===== src/rtl/hex8_pkg.sv =====
// Shared constants, scan state type and timing helper for the 8-digit hex display controller.
package hex8_pkg;

    localparam logic [7:0] SEG_OFF = 8'hFF;
    localparam logic [7:0] SEL_OFF = 8'hFF;

    // Common-anode patterns, entry n is nibble n; bit 7 (dp) is dark in every entry
    localparam logic [15:0][7:0] SEG_LUT = {
        8'h8E, 8'h86, 8'hA1, 8'hC6, 8'h83, 8'h88, 8'h90, 8'h80,
        8'hF8, 8'h82, 8'h92, 8'h99, 8'hB0, 8'hA4, 8'hF9, 8'hC0
    };

    typedef enum logic {
        IDLE = 1'b0,
        SCAN = 1'b1
    } scan_state_t;

    function automatic int calc_scan_div(input int clk_freq, input int scan_freq);
        return clk_freq / scan_freq;
    endfunction

endpackage


===== src/rtl/hex8_seg_decode.sv =====
// Combinational nibble-to-segment decoder producing an active-low common-anode byte.
module hex8_seg_decode
    import hex8_pkg::*;
(
    input  logic [3:0] nibble,
    input  logic       dp,
    input  logic       blank,
    output logic [7:0] seg
);

    // A blanked digit keeps its decimal point dark as well
    always_comb begin
        seg = SEG_OFF;
        if (!blank) begin
            seg = SEG_LUT[nibble];
            if (dp) begin
                seg[7] = 1'b0;
            end
        end
    end

endmodule


===== src/rtl/hex8_scan_ctrl.sv =====
// Time-multiplexed scan controller: snapshots a 32-bit hex value per frame and
// emits one {seg, sel} word with a send strobe per digit slot for hc595_driver.
module hex8_scan_ctrl
    import hex8_pkg::*;
#(
    parameter int CLK_FREQ   = 50_000_000,
    parameter int SCAN_FREQ  = 1000,
    parameter int NUM_DIGITS = 8
) (
    input  logic        clk,
    input  logic        reset_n,
    input  logic        en,
    input  logic [31:0] disp_data,
    input  logic [7:0]  dp_mask,
    input  logic [7:0]  blank_mask,
    input  logic        lz_en,
    output logic [15:0] data,
    output logic        s_en,
    output logic        frame_start
);

    localparam int SCAN_DIV = calc_scan_div(CLK_FREQ, SCAN_FREQ);
    localparam int CNT_W    = $clog2(SCAN_DIV);
    localparam int IDX_W    = $clog2(NUM_DIGITS);

    scan_state_t      state, next_state;
    logic [CNT_W-1:0] div_cnt, div_cnt_nxt;
    logic [IDX_W-1:0] digit_idx, idx_nxt;
    logic [31:0]      sh_disp, disp_nxt, disp_shift;
    logic [7:0]       sh_dp, dp_nxt, sh_blank, blank_nxt;
    logic             sh_lz, lz_nxt;
    logic             rise, fall, tick, load, send;
    logic             lead_zero, blank_dig;
    logic [7:0]       seg, sel;

    always_ff @(posedge clk or negedge reset_n) begin
        if (!reset_n) begin
            state <= IDLE;
        end else begin
            state <= next_state;
        end
    end

    always_comb begin
        next_state = en ? SCAN : IDLE;
    end

    // Everything below looks one edge ahead so the registered word matches the
    // digit index and shadow contents that become current on that same edge.
    always_comb begin
        rise        = en && (state == IDLE);
        fall        = !en && (state == SCAN);
        tick        = (state == SCAN) && (div_cnt == CNT_W'(SCAN_DIV - 1));
        load        = rise || (en && tick && (digit_idx == IDX_W'(NUM_DIGITS - 1)));
        send        = rise || (en && tick);
        div_cnt_nxt = '0;
        idx_nxt     = '0;
        if (en && (state == SCAN)) begin
            div_cnt_nxt = tick ? '0 : div_cnt + 1'b1;
            idx_nxt     = digit_idx;
            if (tick) begin
                idx_nxt = (digit_idx == IDX_W'(NUM_DIGITS - 1)) ? '0 : digit_idx + 1'b1;
            end
        end
        disp_nxt   = load ? disp_data  : sh_disp;
        dp_nxt     = load ? dp_mask    : sh_dp;
        blank_nxt  = load ? blank_mask : sh_blank;
        lz_nxt     = load ? lz_en      : sh_lz;
        disp_shift = disp_nxt >> {idx_nxt, 2'b00};
        lead_zero  = lz_nxt && (idx_nxt != '0) && (disp_shift == 32'd0);
        blank_dig  = blank_nxt[idx_nxt] || lead_zero;
        sel        = ~(8'h01 << idx_nxt);
    end

    hex8_seg_decode u_dec (
        .nibble (disp_shift[3:0]),
        .dp     (dp_nxt[idx_nxt]),
        .blank  (blank_dig),
        .seg    (seg)
    );

    always_ff @(posedge clk or negedge reset_n) begin
        if (!reset_n) begin
            div_cnt     <= '0;
            digit_idx   <= '0;
            sh_disp     <= '0;
            sh_dp       <= '0;
            sh_blank    <= '0;
            sh_lz       <= 1'b0;
            data        <= {SEG_OFF, SEL_OFF};
            s_en        <= 1'b0;
            frame_start <= 1'b0;
        end else begin
            div_cnt     <= div_cnt_nxt;
            digit_idx   <= idx_nxt;
            sh_disp     <= disp_nxt;
            sh_dp       <= dp_nxt;
            sh_blank    <= blank_nxt;
            sh_lz       <= lz_nxt;
            s_en        <= send || fall;
            frame_start <= send && (idx_nxt == '0);
            if (fall) begin
                data <= {SEG_OFF, SEL_OFF};
            end else if (send) begin
                data <= {seg, sel};
            end
        end
    end

endmodule


===== config.mk =====
export PLATFORM = sky130hd
export DESIGN_NAME = hex8_scan_ctrl
export DESIGN_NICKNAME = d
export VERILOG_FILES = /design/src/rtl/hex8_pkg.sv /design/src/rtl/hex8_seg_decode.sv /design/src/rtl/hex8_scan_ctrl.sv
export SDC_FILE = /design/constraint.sdc
export NUM_CORES = 1
export LEC_CHECK = 0
export ABC_AREA = 1
export CORE_MARGIN = 3
export CORE_UTILIZATION = 39
export DETAILED_ROUTE_END_ITERATION = 10
export GPL_TIMING_DRIVEN = 0
export HOLD_SLACK_MARGIN = 0.02
export SETUP_SLACK_MARGIN = 0.02
export SLEW_MARGIN = 20
export SYNTH_ARGS = -nofsm -noshare
export SYNTH_HDL_FRONTEND = slang
export SYNTH_SLANG_ARGS = --single-unit

===== constraint.sdc =====
create_clock -name clk -period 3.1 [get_ports clk]
set_clock_uncertainty 0.2 [all_clocks]
set_input_delay 0.62 -clock clk [delete_from_list [all_inputs] [get_ports clk]]
set_output_delay 0.62 -clock clk [all_outputs]
set_load 0.03 [all_outputs]

==> results_dict.tcl <==
set metrics [dict create \
    crit_fanout 6 \
    grt_start_max_net_pins 55 \
    num_io_pins 70 \
    hold_path.class "primary input to async pin" \
    fin_nets 881 \
    gp_congestion 0.921 \
    via_count 5041 \
    yosys.cell_count.top_type "nand2_1" \
    io_buffers 69 \
    synth.avg_cell_area_sq_um 7.32 \
    dieArea_sq_mm 0.0145 \
    fin_crit_sh 0.995 \
    dpl.hpwl_mm 10.0 \
    grt_pass1_wl_mm 24.1 \
    cts_buffer_depth 2 \
    fin_crit_ns 3.09 \
    clock_latency_ns 0.34 \
    core_sq_mm 0.0127 \
    max_freq_mhz 324 \
    grt_util_all_layers 0.208 \
    layout-drive-gt1-share 0.258 \
    synth_area_sq_mm 0.00509 \
    cts_tree "yes" \
    worstMarginPinSlew_ns 0.507 \
    clkSinkCount 87 \
    yosys.area.top_type "dfrtp_1" \
    rsz0062_at_grt "true" \
    setup_viol 0 \
    syn_nets 757 \
    final_hold_viol_count 0 \
    numCtsBuffers 9 \
    postRouteAntennaNets 0 \
    outcome "complete, no violations" \
    via_per_inst 5.06 \
    firstDrtPassIters 5 \
    synth_flop_cell "dfrtp_1" \
    ys_seq_area_frac 0.431 \
    placed_cell_area_sq_mm 0.00602 \
    drv_slew 0 \
    power.leakage_nw 3.53 \
    antenna_found_initial 0 \
    drt_iter0_drc 379 \
    relSlewSlack 0.662 \
    synth_top_area_share 0.349 \
    crit_required_ns 3.18 \
    worstSetupPathType "flip-flop to flip-flop" \
    cts-root-buf "clkbuf_16" \
    drc 0 \
    vdd_drop_max_mv 0.232 \
    grt_pass1_vias 4978 \
    synth_edf_count 0 \
    layout-area-overhead-vs-synth_pct 42.5 \
    fillers 1160 \
    clkSlewWorstSetupHoldPaths_ns 0.06 \
    arrival_ns 3.17 \
    power_density_mw_per_mm2 467 \
    h-tree-depth 3 \
    ys_seq_elements 87 \
    synth_cells 696 \
    r2r-start "div_cnt[0]$_DFF_PN0_" \
    die_y_um 120 \
    final_area_sq_mm 0.00726 \
    start_util 0.402 \
    synthDistinctLibCells 34 \
    place_inst 938 \
    drv_cap 0 \
    post_drt_wl_per_cell_um 14.9 \
    worstSetupStartpointType "flip-flop" \
    diodes 0 \
    yosys_warnings 0 \
    die_width_um 120 \
    fin_cells 997 \
    ys_top_cells_by_count "nand2_1, inv_1, dfrtp_1" \
    routed_wl_mm 14.9 \
    ys_async_sr_fraction 1.00 \
    worstSetupEndpointType "flip-flop" \
    startpoint "div_cnt[0]$_DFF_PN0_" \
    overflow 0 \
    synthTopCellsByArea "dfrtp_1, nand2_1, dfstp_2" \
    rows 41 \
]
-- state kept, by name, indices dropped and copies added (netlist names) --
register     cells
data            16
digit_idx        3
div_cnt         16
frame_start      1
s_en             1
sh_blank         8
sh_disp         32
sh_dp            8
sh_lz            1
state            1
-- power breakdown --
group / leakage (nW) / internal, mW / total [mW] / switching (mW)
sequential: 1.04 / 1.28 / 1.32 / 0.0400
clock: 0.166 / 0.773 / 1.22 / 0.448
combinational: 2.33 / 0.356 / 0.851 / 0.494
total: 3.53 / 2.41 / 3.39 / 0.983
-- timing repair --
action	4_1_cts	5_1_grt
pin swaps	17	37
hold buffers	0	0
resized for setup	69	83
setup buffers	25	15
cloned	0	3
endpoints found under the setup margin	14	8
-- layout by cell type (no fill, tap or decap), types with 14 or more instances in the layout --
cell type / synthesis / layout
inv_1: 111 / 104
nand4_1: 33 / 33
a21oi_1: 16 / 14
buf_4: 3 / 39
o21ai_0: 18 / 14
clkbuf_16: 0 / 15
dfstp_2: 16 / 16
nor2_1: 60 / 53
dfrtp_1: 71 / 70
nand3_2: 4 / 21
nand3_1: 68 / 46
nand2_2: 5 / 30
nand2_1: 197 / 165
clkdlybuf4s50_1: 0 / 67
-- worst paths after layout --
kind | to | slack (ns) | cells past startpoint
max in group asynchronous | state$_DFF_PN0_ | 2.04 | 2
hold reg to reg | sh_disp[27]$_DFF_PN0_ | 0.28 | 2
hold / removal | sh_dp[6]$_DFF_PN0_ | 0.03 | 1
setup / recovery | data[10]$_DFFE_PN1P_ | 0.01 | 22
min in group clk | sh_disp[27]$_DFF_PN0_ | 0.28 | 2
setup reg to reg | data[10]$_DFFE_PN1P_ | 0.01 | 22
-- cells by family (layout without fill, tap and decap cells) --
group                      after synthesis  count (layout)  share of synthesized area
adders and majority gates                9               9                     0.0221
muxes                                    8               8                     0.0206
buffers and inverters                  139             268                      0.113
DFF                                     87              87                      0.431
and+or+nand+nor                        400             400                      0.353
xor gates and xnor gates                 4               4                    0.00688
AOI/OAI and AO/OA                       49              49                     0.0531
-- worst max-delay path, stage by stage (launching register included) --
cell,delay (ns)
dfrtp_1,0.36
ha_2,0.19
nand2_2,0.08
nor2_4,0.16
nand3_4,0.13
nand2_4,0.10
nand3_4,0.17
clkbuf_16,0.23
nand2_1,0.07
nand2_2,0.09
nand2_2,0.08
nand2_1,0.08
nand2_1,0.07
nand2_1,0.09
a21oi_2,0.21
ha_2,0.24
inv_1,0.06
nand2_1,0.06
nand2_1,0.04
a21oi_1,0.12
nand3_1,0.09
nand2_1,0.08
inv_1,0.03
-- metrics by stage --
stage	util	power, mW	hold WS [ns]	TNS, ns	setup WS [ns]
2_1_floorplan	-	1.78	0.124	0	0.0622
3_3_place_gp	0.473	2.01	0.249	-169.31	-2.01
3_5_place_dp	0.475	2.03	0.261	-12.33	-1.06
4_1_cts	0.536	3.31	0.0351	0	0.0224
5_1_grt	0.573	3.57	0.0466	-1.13	-0.168
6_report	0.573	3.39	0.0263	0	0.0148
-- cell type report --
class,count,area (sq um),area share
multi-input cells,470,2730,0.376
flip-flops and latches,87,2200,0.303
repair buffers,113,1100,0.152
inverters,113,427,0.0588
clock buffers,15,312,0.0429
plain buffers,26,250,0.0345
well taps,172,215,0.0296
clock inverters,1,30.0,0.00414
-- routing by layer --
layer  share of wire  wire length [um]  track usage
met3           0.055               824       0.0454
met4           0.031               461       0.0758
met5               0                 0            0
met2            0.48              7170        0.347
met1            0.43              6400        0.266
(Power assumes the default switching activity.)
